### src/rtl/pc_gen_pkg.sv
// Shared fetch-address constants and PC generator state encoding.
// Region nibbles are also used by the IMEM/BIOS fetch-source decode.
package pc_gen_pkg;

    localparam logic [31:0] RESET_PC_DEFAULT = 32'h4000_0000;
    localparam logic [3:0]  REGION_IMEM      = 4'h1;
    localparam logic [3:0]  REGION_BIOS      = 4'h4;

    typedef enum logic [1:0] {
        ST_BOOT  = 2'd0,
        ST_RUN   = 2'd1,
        ST_PEND  = 2'd2,
        ST_FAULT = 2'd3
    } pc_state_e;

endpackage

### src/rtl/pc_legal_chk.sv
// Next-PC legality: word aligned and inside the IMEM or BIOS region.
module pc_legal_chk
    import pc_gen_pkg::*;
(
    input  logic [31:0] addr,
    output logic        legal
);

    assign legal = (addr[1:0] == 2'b00) &&
                   ((addr[31:28] == REGION_IMEM) || (addr[31:28] == REGION_BIOS));

endmodule

### src/rtl/pc_gen.sv
// Fetch PC generator: sequential/redirect next-PC selection with stall-deferred
// redirects and a sticky fault on any illegal next-PC.
module pc_gen
    import pc_gen_pkg::*;
#(
    parameter logic [31:0] RESET_PC = RESET_PC_DEFAULT
) (
    input  logic        clk,
    input  logic        reset_n,
    input  logic        stall,
    input  logic        redirect_valid,
    input  logic [31:0] redirect_target,
    output logic [31:0] pc,
    output logic [31:0] pc_plus4,
    output logic        fetch_valid,
    output logic        fault,
    output logic [31:0] fault_addr
);

    pc_state_e   state_q, state_n;
    logic [31:0] pc_q, pc_n;
    logic [31:0] pend_q, pend_n;
    logic [31:0] faddr_q, faddr_n;
    logic        fv_q, fault_q;
    logic [31:0] cand;
    logic        apply;
    logic        cand_legal;

    pc_legal_chk u_legal (
        .addr  (cand),
        .legal (cand_legal)
    );

    always_comb begin
        state_n = state_q;
        pc_n    = pc_q;
        pend_n  = pend_q;
        faddr_n = faddr_q;
        cand    = pc_plus4;
        apply   = 1'b0;
        case (state_q)
            ST_BOOT: state_n = ST_RUN;
            ST_RUN: begin
                if (!stall) begin
                    apply = 1'b1;
                    cand  = redirect_valid ? redirect_target : pc_plus4;
                end else if (redirect_valid) begin
                    pend_n  = redirect_target;
                    state_n = ST_PEND;
                end
            end
            ST_PEND: begin
                if (stall) begin
                    if (redirect_valid) pend_n = redirect_target;
                end else begin
                    apply   = 1'b1;
                    cand    = redirect_valid ? redirect_target : pend_q;
                    state_n = ST_RUN;
                end
            end
            default: ; // FAULT absorbs everything until reset
        endcase
        // An illegal candidate leaves pc where it is and records the culprit
        if (apply) begin
            if (cand_legal) begin
                pc_n = cand;
            end else begin
                faddr_n = cand;
                state_n = ST_FAULT;
            end
        end
    end

    // Status outputs are registered from the next state so outputs stay logic-free
    always_ff @(posedge clk or negedge reset_n) begin
        if (!reset_n) begin
            state_q <= ST_BOOT;
            pc_q    <= RESET_PC;
            pend_q  <= 32'h0;
            faddr_q <= 32'h0;
            fv_q    <= 1'b0;
            fault_q <= 1'b0;
        end else begin
            state_q <= state_n;
            pc_q    <= pc_n;
            pend_q  <= pend_n;
            faddr_q <= faddr_n;
            fv_q    <= (state_n == ST_RUN);
            fault_q <= (state_n == ST_FAULT);
        end
    end

    assign pc          = pc_q;
    assign pc_plus4    = pc_q + 32'd4;
    assign fetch_valid = fv_q;
    assign fault       = fault_q;
    assign fault_addr  = faddr_q;

endmodule

### config.mk
export PLATFORM = sky130hd
export DESIGN_NAME = pc_gen
export DESIGN_NICKNAME = d
export VERILOG_FILES = /design/src/rtl/pc_gen_pkg.sv /design/src/rtl/pc_legal_chk.sv /design/src/rtl/pc_gen.sv
export SDC_FILE = /design/constraint.sdc
export NUM_CORES = 1
export LEC_CHECK = 0
export BUFFER_PORTS_ARGS = -buffer_cell sky130_fd_sc_hd__buf_2
export CELL_PAD_IN_SITES_DETAIL_PLACEMENT = 0
export CELL_PAD_IN_SITES_GLOBAL_PLACEMENT = 1
export CORE_ASPECT_RATIO = 0.9
export CORE_UTILIZATION = 38
export CTS_CLUSTER_DIAMETER = 80
export DETAILED_ROUTE_END_ITERATION = 10
export GPL_TIMING_DRIVEN = 0
export PLACE_DENSITY_LB_ADDON = 0.1
export SKIP_LAST_GASP = 1
export SLEW_MARGIN = 5
export SYNTH_ARGS = -nofsm -noshare
export SYNTH_HDL_FRONTEND = slang
export SYNTH_SLANG_ARGS = --single-unit
### constraint.sdc
create_clock -name clk -period 2.8 [get_ports clk]
set_clock_uncertainty 0.05 [all_clocks]
set_input_delay 0.14 -clock clk [delete_from_list [all_inputs] [get_ports clk]]
set_output_delay 0.14 -clock clk [all_outputs]
set_load 0.005 [all_outputs]
# After elaboration in Yosys (flattened, before gate mapping)

Index checks and enable logic that the tools add are counted.

Logic and storage cells: 35
Output and inout port bits: 98
Input port bits: 36
Register bits after elaboration: 100

Reductions and logical operators: 8
Add/sub/neg operators: 1
Bitwise gates (word level): 1
Mux-type cells: 13
Equality and inequality tests: 6

Operators by type and width:

| kind                                                            | count |
|---|---|
| 32-bit 2-to-1 mux                                               | 4 |
| 32-bit one-hot mux with 2 select lines                          | 1 |
| 32-bit by 3-bit adder with 32-bit output, second input constant | 1 |
| 2-bit 2-to-1 mux                                                | 5 |
| 2-bit one-hot mux with 3 select lines                           | 1 |
| 2-bit AND reduction                                             | 3 |
| 2-bit by 1-bit == test with 1-bit output, second input constant | 2 |
| 2-bit == test, second input constant                            | 2 |
| 4-bit by 1-bit == test with 1-bit output, second input constant | 1 |
| 4-bit by 3-bit == test with 1-bit output, second input constant | 1 |
| 2-bit logical NOT                                               | 2 |
| 1-bit 2-to-1 mux                                                | 2 |
| 2-bit OR reduction                                              | 1 |
| 1-bit logical AND                                               | 1 |
| 1-bit logical OR                                                | 1 |
| 1-bit NOT                                                       | 1 |

# Longest topological paths before layout

Gate-level depths: netlist of run 1.

Depth after elaboration: 10
Depth in mapped cells: 11
Gate-level depth less buffers: 9

# Modules after synthesis

Synthesis of run 1 repeated with hierarchy kept, for this count alone.

Cells, all modules: 623
Area, all modules: 5,636.7 µm²

By module, submodules not included:

| module       | cells each | area an instance (µm²) | seq. area each (µm²) | times used |
|---|---|---|---|---|
| pc_gen       | 620        | 5,616.6                | 2,503.7              | 1 |
| pc_legal_chk | 3          | 20.0                   | 0.0                  | 1 |

# Worst setup path before layout of run 1

Ideal clock, no wire load.

Path kind: register to register
Start point: register pc_q[2] (netlist: pc[2])
End point: register faddr_q[10] (netlist: fault_addr[10])
Cell stages (with the launch flop): 10
Data arrival time: 2,813 ps
Slack: -187 ps
Period minus slack after synthesis: 2,987 ps
Path buffers: 1
Setup time: 125 ps
Data required time: 2,625 ps
Path through: dfrtp_1 -> ha_1 -> nand4_1 -> nor4_4 -> a211oi_1 -> nor3b_2 -> xor2_2 -> a21oi_4 -> buf_6 -> mux2_2

Longest elaborated chain between the ends: 9
Elaborated cells between the ends (all ways): 11
Classes of those cells: 1 x add/sub; 2 x eq/ne; 4 x mux; 1 x bitwise; 3 x reduce/logical

Ends and longest elaborated chain:

| element                                                                                                     | RTL line           | text |
|---|---|---|
| from (decl)                                                                                                 | pc_gen.sv:21       | `logic [31:0] pc_q, pc_n;` |
| from (signal assigned)                                                                                      | pc_gen.sv:85       | `pc_q <= pc_n;` |
| 32-bit by 3-bit adder with 32-bit output *                                                                  | pc_gen.sv:94       | `assign pc_plus4 = pc_q + 32'd4;` |
| 32-bit 2-to-1 mux                                                                                           | pc_gen.sv:46       | `cand = redirect_valid ? redirect_target : pc_plus4;` |
| 32-bit 2-to-1 mux                                                                                           | pc_gen.sv:44       | `if (!stall) begin` |
| 32-bit one-hot mux with 2 select lines *                                                                    | pc_gen.sv:41       | `case (state_q)` |
| 4-bit by 1-bit == test with 1-bit output / 4-bit by 3-bit == test with 1-bit output (equally long branches) | pc_legal_chk.sv:10 | `((addr[31:28] == REGION_IMEM) \|\| (addr[31:28] == REGION_BIOS));` |
| 1-bit logical OR                                                                                            | pc_legal_chk.sv:10 |  |
| 1-bit logical AND                                                                                           | pc_legal_chk.sv:9  | `assign legal = (addr[1:0] == 2'b00) &&` |
| 1-bit NOT (no line)                                                                                         | --                 |  |
| 2-bit AND reduction (no line)                                                                               | --                 |  |
| to (signal assigned)                                                                                        | pc_gen.sv:87       | `faddr_q <= faddr_n;` |
| to (decl)                                                                                                   | pc_gen.sv:23       | `logic [31:0] faddr_q, faddr_n;` |

Every way passes the cells marked *; elsewhere a longest branch is shown, timed or not.
A chain may end at the register's enable or synchronous reset.

# Worst setup path in the final report of run 1

Start point: register pc_q[28] (netlist: pc[28])
End point: register pc_q[24] (netlist: pc[24])

Longest elaborated chain between the ends: 8
Elaborated cells between the ends (all ways): 10
Classes of those cells: 1 x add/sub; 2 x eq/ne; 4 x mux; 3 x reduce/logical

Ends and longest elaborated chain:

| element                                                                                                     | RTL line |
|---|---|
| 32-bit by 3-bit adder with 32-bit output *                                                                  | pc_gen.sv:94 |
| 32-bit 2-to-1 mux                                                                                           | pc_gen.sv:46 |
| 32-bit 2-to-1 mux                                                                                           | pc_gen.sv:44 |
| 32-bit one-hot mux with 2 select lines *                                                                    | pc_gen.sv:41 |
| 4-bit by 1-bit == test with 1-bit output / 4-bit by 3-bit == test with 1-bit output (equally long branches) | pc_legal_chk.sv:10 |
| 1-bit logical OR *                                                                                          | pc_legal_chk.sv:10 |
| 1-bit logical AND *                                                                                         | pc_legal_chk.sv:9 |
| 2-bit AND reduction (no line) *                                                                             | -- |

Marked as above.

==> PnR_summary.wiki, run 1 <==
{| class="wikitable"
! Metric !! Value
|-
| Run status || finished with violations
|-
| Violations in the final reports || setup timing
|-
| I/O Pins || about 130
|-
| Area Growth Syn to Fin || 42.9%
|-
| Net count of the mapped netlist || 501
|-
| Drt wl/cell || 19.8 um
|-
| Number of core rows || 40
|-
| Period minus WS final || approximately 2900 ps
|-
| Iteration count of the initial detailed-routing pass || 5
|-
| Final Hold Slack || 6.46 ps
|-
| Via Count || 4644
|-
| Number of distinct library cell variants in the gate-level netlist after synthesis || 56
|-
| Worst setup path class || reg -> reg
|-
| Mapped Area || roughly 5300 sq um
|-
| Core area || 13500 sq um
|-
| DRC || 0
|-
| Count of H-tree levels built during CTS || 3
|-
| Crit. End Element || flop
|-
| Total length of routed wires || 16900 um
|-
| Maximum number of pins on one net before global-route repair || 56
|-
| Antenna Cells || 0
|-
| Most frequent cells in the layout || sky130_fd_sc_hd__buf_2 (133), sky130_fd_sc_hd__dfrtp_1 (82), sky130_fd_sc_hd__mux2_2 (45), sky130_fd_sc_hd__buf_4 (44), sky130_fd_sc_hd__nand2_1 (31)
|-
| Instance count after placement with tap cells included || 762
|-
| Net switching component of the power || about 3.2 mW
|-
| Slew Limit Fails || 0
|-
| R2R Setup Slk || -90 ps
|-
| Gate count of the mapped netlist || 460
|-
| Cell type contributing the most total cell area after synthesis || sky130_fd_sc_hd__dfrtp_1
|-
| Clock insertion delay at the later pin of the skew report || between 300 and 400 ps
|-
| Maximum operating frequency || about 350 MHz
|-
| Fraction of synthesized cell area taken by the top area cell type || 46.6%
|-
| Detailed-route vias per instance || roughly 5.4
|-
| Data arrival time at the worst-slack endpoint || a little over 3000 ps
|-
| Crit share post-route || 103%
|-
| Cell family contributing the most delay on the critical path || simple AND/OR/NAND/NOR gates
|-
| Peak supply drop || 0.438 mV
|-
| Most common cell after layout, fill and taps aside || sky130_fd_sc_hd__buf_2
|-
| Ratio of cells with drive above 1 in the final layout || 49.9%
|-
| HPWL after DPL || approximately 11000 um
|-
| Hold Crit Endpoint || pend_q[28]$_DFFE_PN0P_
|-
| Synth warnings || 0
|-
| Ordered cell list for the critical path || nand4_1 -> or4_4 -> o31a_1 -> o41ai_4 -> o211a_4 -> nand3_4 -> buf_12 -> buf_12 -> mux2_4
|-
| Inserted Clock Buffers || 9
|-
| Dominant cell type by count on the critical path || sky130_fd_sc_hd__buf_12
|-
| Switching fraction of total power || 38.9%
|-
| Area enclosed by the die boundary || 14500 sq um
|-
| Transition time at the pin with the least slew margin || 788 ps
|-
| Initial drt markers || 319
|-
| Hold_sp || redirect_target[28]
|-
| Total routing resource utilization after global routing || around 24%
|-
| Port Buffer Count || about 130
|-
| Least setup slack across all paths after layout || -89.9 ps
|-
| Area contributors post-synth || sky130_fd_sc_hd__dfrtp_1 (47%), sky130_fd_sc_hd__mux2_2 (13%), sky130_fd_sc_hd__mux2_4 (4.0%), sky130_fd_sc_hd__xnor2_1 (4.0%), sky130_fd_sc_hd__a22oi_1 (3.4%)
|-
| Gpl congestion || 0.823
|-
| Worst hold path stage count || 2
|-
| WP buf/inv || 2
|-
| Synth Area per Inst || ~12 sq um
|-
| Required time at the worst-slack endpoint || 2980 ps
|-
| Relative slew slack || 47.5%
|-
| GRT overflow || 0
|-
| PnR Total Power || 8.30 mW
|-
| Post-DRT Antenna Nets || 0
|-
| Fraction of synthesis flops using an asynchronous set or reset pin || 100%
|-
| Clock tree buffer depth || 2
|-
| # nets final || 722
|-
| Number of hold-slack violations in the final timing report || 0
|-
| Share of total power in sequential cells || 29.3%
|-
| Number of synthesized flops with an enable pin || 0
|-
| Clock slew at the register clock pins of the worst setup and hold paths || roughly 70 ps
|-
| Yosys reg bits || 100
|-
| Largest incremental delay on the critical path || 600 ps
|-
| Combinational Power Share || 55.1%
|-
| Register area share after synthesis || 47.1%
|-
| Clock tree from TritonCTS || done
|-
| Top_reg_cell synth || sky130_fd_sc_hd__dfrtp_1
|-
| Global-route wire length before repair || 26500 um
|-
| Number of global-route vias before repair || 4718
|-
| Cell internal pwr || 5.07 mW
|-
| Vertical die dimension || between 100 and 150 um
|-
| Reg-to-Reg Start || pc[28]$_DFFE_PN0P_
|-
| Maximum fanout along the worst path || 6
|-
| R2r endpoint || pc[24]$_DFFE_PN0P_
|-
| Worst setup SP type || flop
|-
| Fin cells || around 850
|-
| Count of cells along the worst register-to-register path || 9
|-
| Maximum capacitance violations || 0
|-
| Finish-stage setup viols || 53
|-
| Worst min-delay path category || in -> reg
|-
| Number of antenna violations at the first check in global routing || 0
|-
| Standard cell with the maximum stage delay on the critical path || sky130_fd_sc_hd__or4_4
|-
| Leakage Power || 3.63 nW
|-
| Clock sinks || 100
|-
| Effective utilization at floorplan || 39.3%
|-
| Unrepaired setup endpoints after global routing || yes
|-
| Relative contribution of the clock network to total power || between 10% and 20%
|-
| Power density over the cells || ~1100 nW/um^2
|-
| Clock root buffer || sky130_fd_sc_hd__clkbuf_16
|-
| Die Span X || 127 um
|}
synth_stat cells (all sizes together), types with 6 or more instances:
cell / count
a222oi: 7
a22oi: 24
buf: 10
clkbuf: 17
dfrtp: 99
inv: 19
mux2: 75
mux2i: 10
nand2: 31
nand3: 12
nand4: 14
nor2: 15
nor4: 7
o21ai: 25
o2bb2ai: 6
xnor2: 24
repair_timing:
item / in CTS / in global routing
hold endpoints to repair: 70 / 0
pin swaps: 15 / 5
gates cloned: 3 / 1
hold buffers: 26 / 0
endpoints found under the setup margin: 70 / 68
buffers inserted: 36 / 16
gates resized for setup: 53 / 29
cells by family (layout without fill, tap and decap cells):
family	count (synthesis)	after routing	share of synthesized area [%]
simple gates	103	103	10.9
xor+xnor	29	29	4.92
compound gates	92	92	13.1
buf+inv	46	272	4.03
flops	100	100	47.1
mux	85	85	18.8
fa+ha+maj	5	5	1.18
per-stage QoR:
step	worst slack (ps)	utilization, %	cell area, sq um	TNS, ps
3_3_place_gp	-699	46.3	6250	-32840
6_report	-89.9	56.2	7590	-2560
3_5_place_dp	-752	46.5	6280	-35460
2_1_floorplan	-96.3	-	5370	-1420
5_1_grt	-186	56.2	7590	-8140
4_1_cts	-152	55.0	7430	-6920
worst reg2reg max path: stages (launching register included):
cell	delay, ps
sky130_fd_sc_hd__dfrtp_2	430
sky130_fd_sc_hd__nand4_1	160
sky130_fd_sc_hd__or4_4	600
sky130_fd_sc_hd__o31a_1	320
sky130_fd_sc_hd__o41ai_4	270
sky130_fd_sc_hd__o211a_4	250
sky130_fd_sc_hd__nand3_4	100
sky130_fd_sc_hd__buf_12	180
sky130_fd_sc_hd__buf_12	140
sky130_fd_sc_hd__mux2_4	290
area by class of cell:
type                       instances  area [sq um]
multi-input combinational        314          2810
sequential                       100          2520
buffer                            23           170
clock buffer                      10           239
tap                              168           210
clock inverter                     6          63.8
inverter                          19          71.3
fill                            1204          5920
timing repair buffer             214          1500
sequential cells by signal, indices dropped and copies added (netlist names):
register	cells
fetch_valid	1
fault_addr	32
state_q	2
pc	32
fault	1
pend_q	32
worst max-delay path by stage:
| stage | startpoint | endpoint | slack [ps] | cells past startpoint |
|---|---|---|---|---|
| 2_1_floorplan | pc[2]$_DFFE_PN0P_ | fault_addr[10]$_DFFE_PN0P_ | -100 | 9 |
| 3_3_place_gp | pc[2]$_DFFE_PN0P_ | fault_addr[21]$_DFFE_PN0P_ | -700 | 9 |
| 3_5_place_dp | pc[2]$_DFFE_PN0P_ | fault_addr[27]$_DFFE_PN0P_ | -750 | 9 |
| 4_1_cts | pc[4]$_DFFE_PN0P_ | fault_addr[10]$_DFFE_PN0P_ | -150 | 10 |
| 5_1_grt | pc[25]$_DFFE_PN0P_ | pc[16]$_DFFE_PN0P_ | -190 | 9 |
| 6_report | pc[28]$_DFFE_PN0P_ | pc[24]$_DFFE_PN0P_ | -90 | 9 |
per-layer routing:
layer	global-route usage, %	wire, um
met5	0	0
met2	39.3	7880
met4	7.14	303
met1	32.8	7740
met3	5.42	1010
power groups by stage:
stage	logic (mW)	clock network (mW)	registers, mW
finish	4.58	1.29	2.43
global route	4.93	1.37	2.50
CTS	4.40	1.31	2.42
detailed placement	3.53	0	2.46
global placement	3.48	0	2.43
floorplan	2.32	0	2.38
No activity file was read; power rests on OpenSTA's default activity.
==> run 2: changes to the inputs <==
Settings changed: GPL_TIMING_DRIVEN 0 to 1, SKIP_LAST_GASP 1 to unset.
==> run 2 against run 1 <==
Compared with the run above:
- routed wire length fell by 5.9%
- via count fell by 0.60%
- die area did not move
- register-to-register slack improved by 130 ps
- count of clock-buffer cells in the layout rose by 2
- cell count rose by 0.59%
- setup slack improved by 130 ps
- clock power rose by 4%
- critical path depth rose by 1
- sequential share of layout area rose by 0.49 points
- hold slack improved by 6.2 ps
- the run now ends clean
- highest routed layer unchanged
- global-route usage fell by 0.89 points
==> PnR_summary.wiki, run 2 (synthesis results as in run 1) <==
{| class="wikitable"
! Metric !! Value
|-
| Number of antenna violations at the first check in global routing || 0
|-
| # nets final || 727
|-
| Sequential Area || 2500 sq um
|-
| Detailed-route vias per instance || 5.37
|-
| Setup tns final || 0 ps
|-
| Clock sinks || 100
|-
| Maximum operating frequency || roughly 360 MHz
|-
| Ordered cell list for the critical path || nand3_2 -> or2_2 -> buf_4 -> nor4_1 -> buf_4 -> o41ai_4 -> o211a_4 -> a21oi_4 -> buf_12 -> mux2_4
|-
| Clock root buffer || sky130_fd_sc_hd__clkbuf_16
|-
| Clock insertion delay at the later pin of the skew report || 360 ps
|-
| Unrepaired setup endpoints after global routing || yes
|-
| Maximum fanout along the worst path || 16
|-
| Fillers || around 1200
|-
| Required time at the worst-slack endpoint || 2990 ps
|-
| Total routing resource utilization after global routing || 23.4%
|-
| Worst setup path class || reg -> reg
|-
| Vertical die dimension || 114 um
|-
| Global-route wire length before repair || 25800 um
|-
| Footprint of the multi-input gates || 2710 sq um
|-
| Least setup slack across all paths after layout || 37.0 ps
|-
| Maximum number of pins on one net before global-route repair || 66
|-
| GR Layer Usage met1 || a little under a third
|-
| Top Usage Layer GRT || met2
|-
| Port Buffer Count || between 100 and 150
|-
| Crit. End Element || flop
|-
| Effective utilization at floorplan || 39.3%
|-
| Post-DRT Antenna Nets || 0
|-
| Number of core rows || 40
|-
| DRC || 0
|-
| Leakage Power || 3.65 nW
|-
| Slew Limit Fails || 0
|-
| Core area || between 10000 and 15000 sq um
|-
| Clock tree from TritonCTS || done
|-
| Via Count || roughly 4600
|-
| Run status || complete, no violations
|-
| Crit share post-route || 98.7%
|-
| Inserted Clock Buffers || 9
|-
| Number of hold-slack violations in the final timing report || 0
|-
| Power density over the cells || 1070 nW/um^2
|-
| Area enclosed by the die boundary || 14500 sq um
|-
| Cell family contributing the most delay on the critical path || simple AND/OR/NAND/NOR gates
|-
| Ratio of cells with drive above 1 in the final layout || ~48%
|-
| Instance count after placement with tap cells included || 808
|-
| PnR Total Power || 7.91 mW
|-
| Finish-stage setup viols || 0
|-
| Transition time at the pin with the least slew margin || 875 ps
|-
| Worst min-delay path category || in -> reg
|-
| Clock tree buffer depth || 2
|-
| Gpl congestion || 0.829
|-
| Area Growth Syn to Fin || 39.7%
|-
| Maximum capacitance violations || 0
|-
| HPWL after DPL || 11700 um
|-
| Die Span X || 127 um
|-
| Number of global-route vias before repair || 4774
|-
| Period minus WS final || 2760 ps
|-
| Peak supply drop || approximately 0.56 mV
|-
| Initial drt markers || 331
|-
| Standard cell with the maximum stage delay on the critical path || sky130_fd_sc_hd__dfrtp_1
|-
| Most frequent cells in the layout || sky130_fd_sc_hd__buf_2 (132), sky130_fd_sc_hd__dfrtp_1 (98), sky130_fd_sc_hd__buf_4 (77), sky130_fd_sc_hd__mux2_2 (52), sky130_fd_sc_hd__nand2_1 (31)
|-
| Fin cells || around 860
|-
| GRT overflow || 0
|-
| Setup Slack @ Placement || -55.8 ps
|-
| Most common cell after layout, fill and taps aside || sky130_fd_sc_hd__buf_2
|-
| I/O Pins || approximately 130
|-
| Total length of routed wires || 15900 um
|-
| Data arrival time at the worst-slack endpoint || 2960 ps
|-
| Worst setup SP type || flop
|-
| Count of H-tree levels built during CTS || 3
|-
| Met2 usage in global routing || 37.3%
|-
| Antenna Cells || 0
|-
| Largest incremental delay on the critical path || about 400 ps
|-
| Iteration count of the initial detailed-routing pass || 6
|-
| M3 GR Usage || 5.65%
|-
| Clock slew at the register clock pins of the worst setup and hold paths || 70 ps
|-
| Drt wl/cell || about 19 um
|-
| WP buf/inv || 3
|-
| Final Hold Slack || 12.7 ps
|-
| Relative slew slack || 41.7%
|-
| Dominant cell type by count on the critical path || sky130_fd_sc_hd__buf_4
|}
## run 2: layer usage
layer	routed length, um	up-vias
met5	0	-
met4	214	0
met3	998	21
met2	7480	182
met1	7240	2275
li1	-	2138
## run 2: layout make-up
cell class	count	area share (%)
repair buffers	242	21.7
clock buffers	12	3.59
multi-input cells	314	36.5
well taps	168	2.83
inverters	19	0.961
clock inverters	4	0.758
flip-flops and latches	100	33.7
## run 2: metrics by stage
stage | instance area, sq um | utilization [%]
2_1_floorplan | 5370 | -
3_3_place_gp | 6710 | 49.7
3_5_place_dp | 6710 | 49.7
4_1_cts | 7360 | 54.5
5_1_grt | 7420 | 54.9
6_report | 7420 | 54.9
## run 2: worst paths after layout
check | from | to | slack (ps) | cells after the start
hold / removal | redirect_target[18] | pend_q[18]$_DFFE_PN0P_ | 10 | 2
setup / recovery | pc[13]$_DFFE_PN0P_ | fault_addr[11]$_DFFE_PN0P_ | 40 | 10
setup reg to reg | pc[13]$_DFFE_PN0P_ | fault_addr[11]$_DFFE_PN0P_ | 40 | 10
max in group asynchronous | reset_n | pend_q[23]$_DFFE_PN0P_ | 1540 | 3
hold reg to reg | fault_addr[0]$_DFFE_PN0P_ | fault_addr[0]$_DFFE_PN0P_ | 440 | 1
min in group asynchronous | reset_n | fault$_DFF_PN0_ | 390 | 2
## run 2: what timing repair did
item,4_1_cts,5_1_grt
gates resized for setup,5,9
endpoints found under the setup margin,45,49
endpoints found under the hold margin,89,0
pin swaps,3,3
hold buffers,29,0
buffers inserted,2,4
## run 2: worst register-to-register path, stage by stage, from the launching register on
cell	delay, ps
sky130_fd_sc_hd__dfrtp_1	400
sky130_fd_sc_hd__nand3_2	150
sky130_fd_sc_hd__or2_2	370
sky130_fd_sc_hd__buf_4	170
sky130_fd_sc_hd__nor4_1	280
sky130_fd_sc_hd__buf_4	180
sky130_fd_sc_hd__o41ai_4	90
sky130_fd_sc_hd__o211a_4	190
sky130_fd_sc_hd__a21oi_4	230
sky130_fd_sc_hd__buf_12	210
sky130_fd_sc_hd__mux2_4	340
## run 2: power by group
group	total, mW	internal, mW	switching [mW]
combinational	4.23	2.10	2.14
clock	1.34	0.771	0.572
sequential	2.34	2.00	0.334
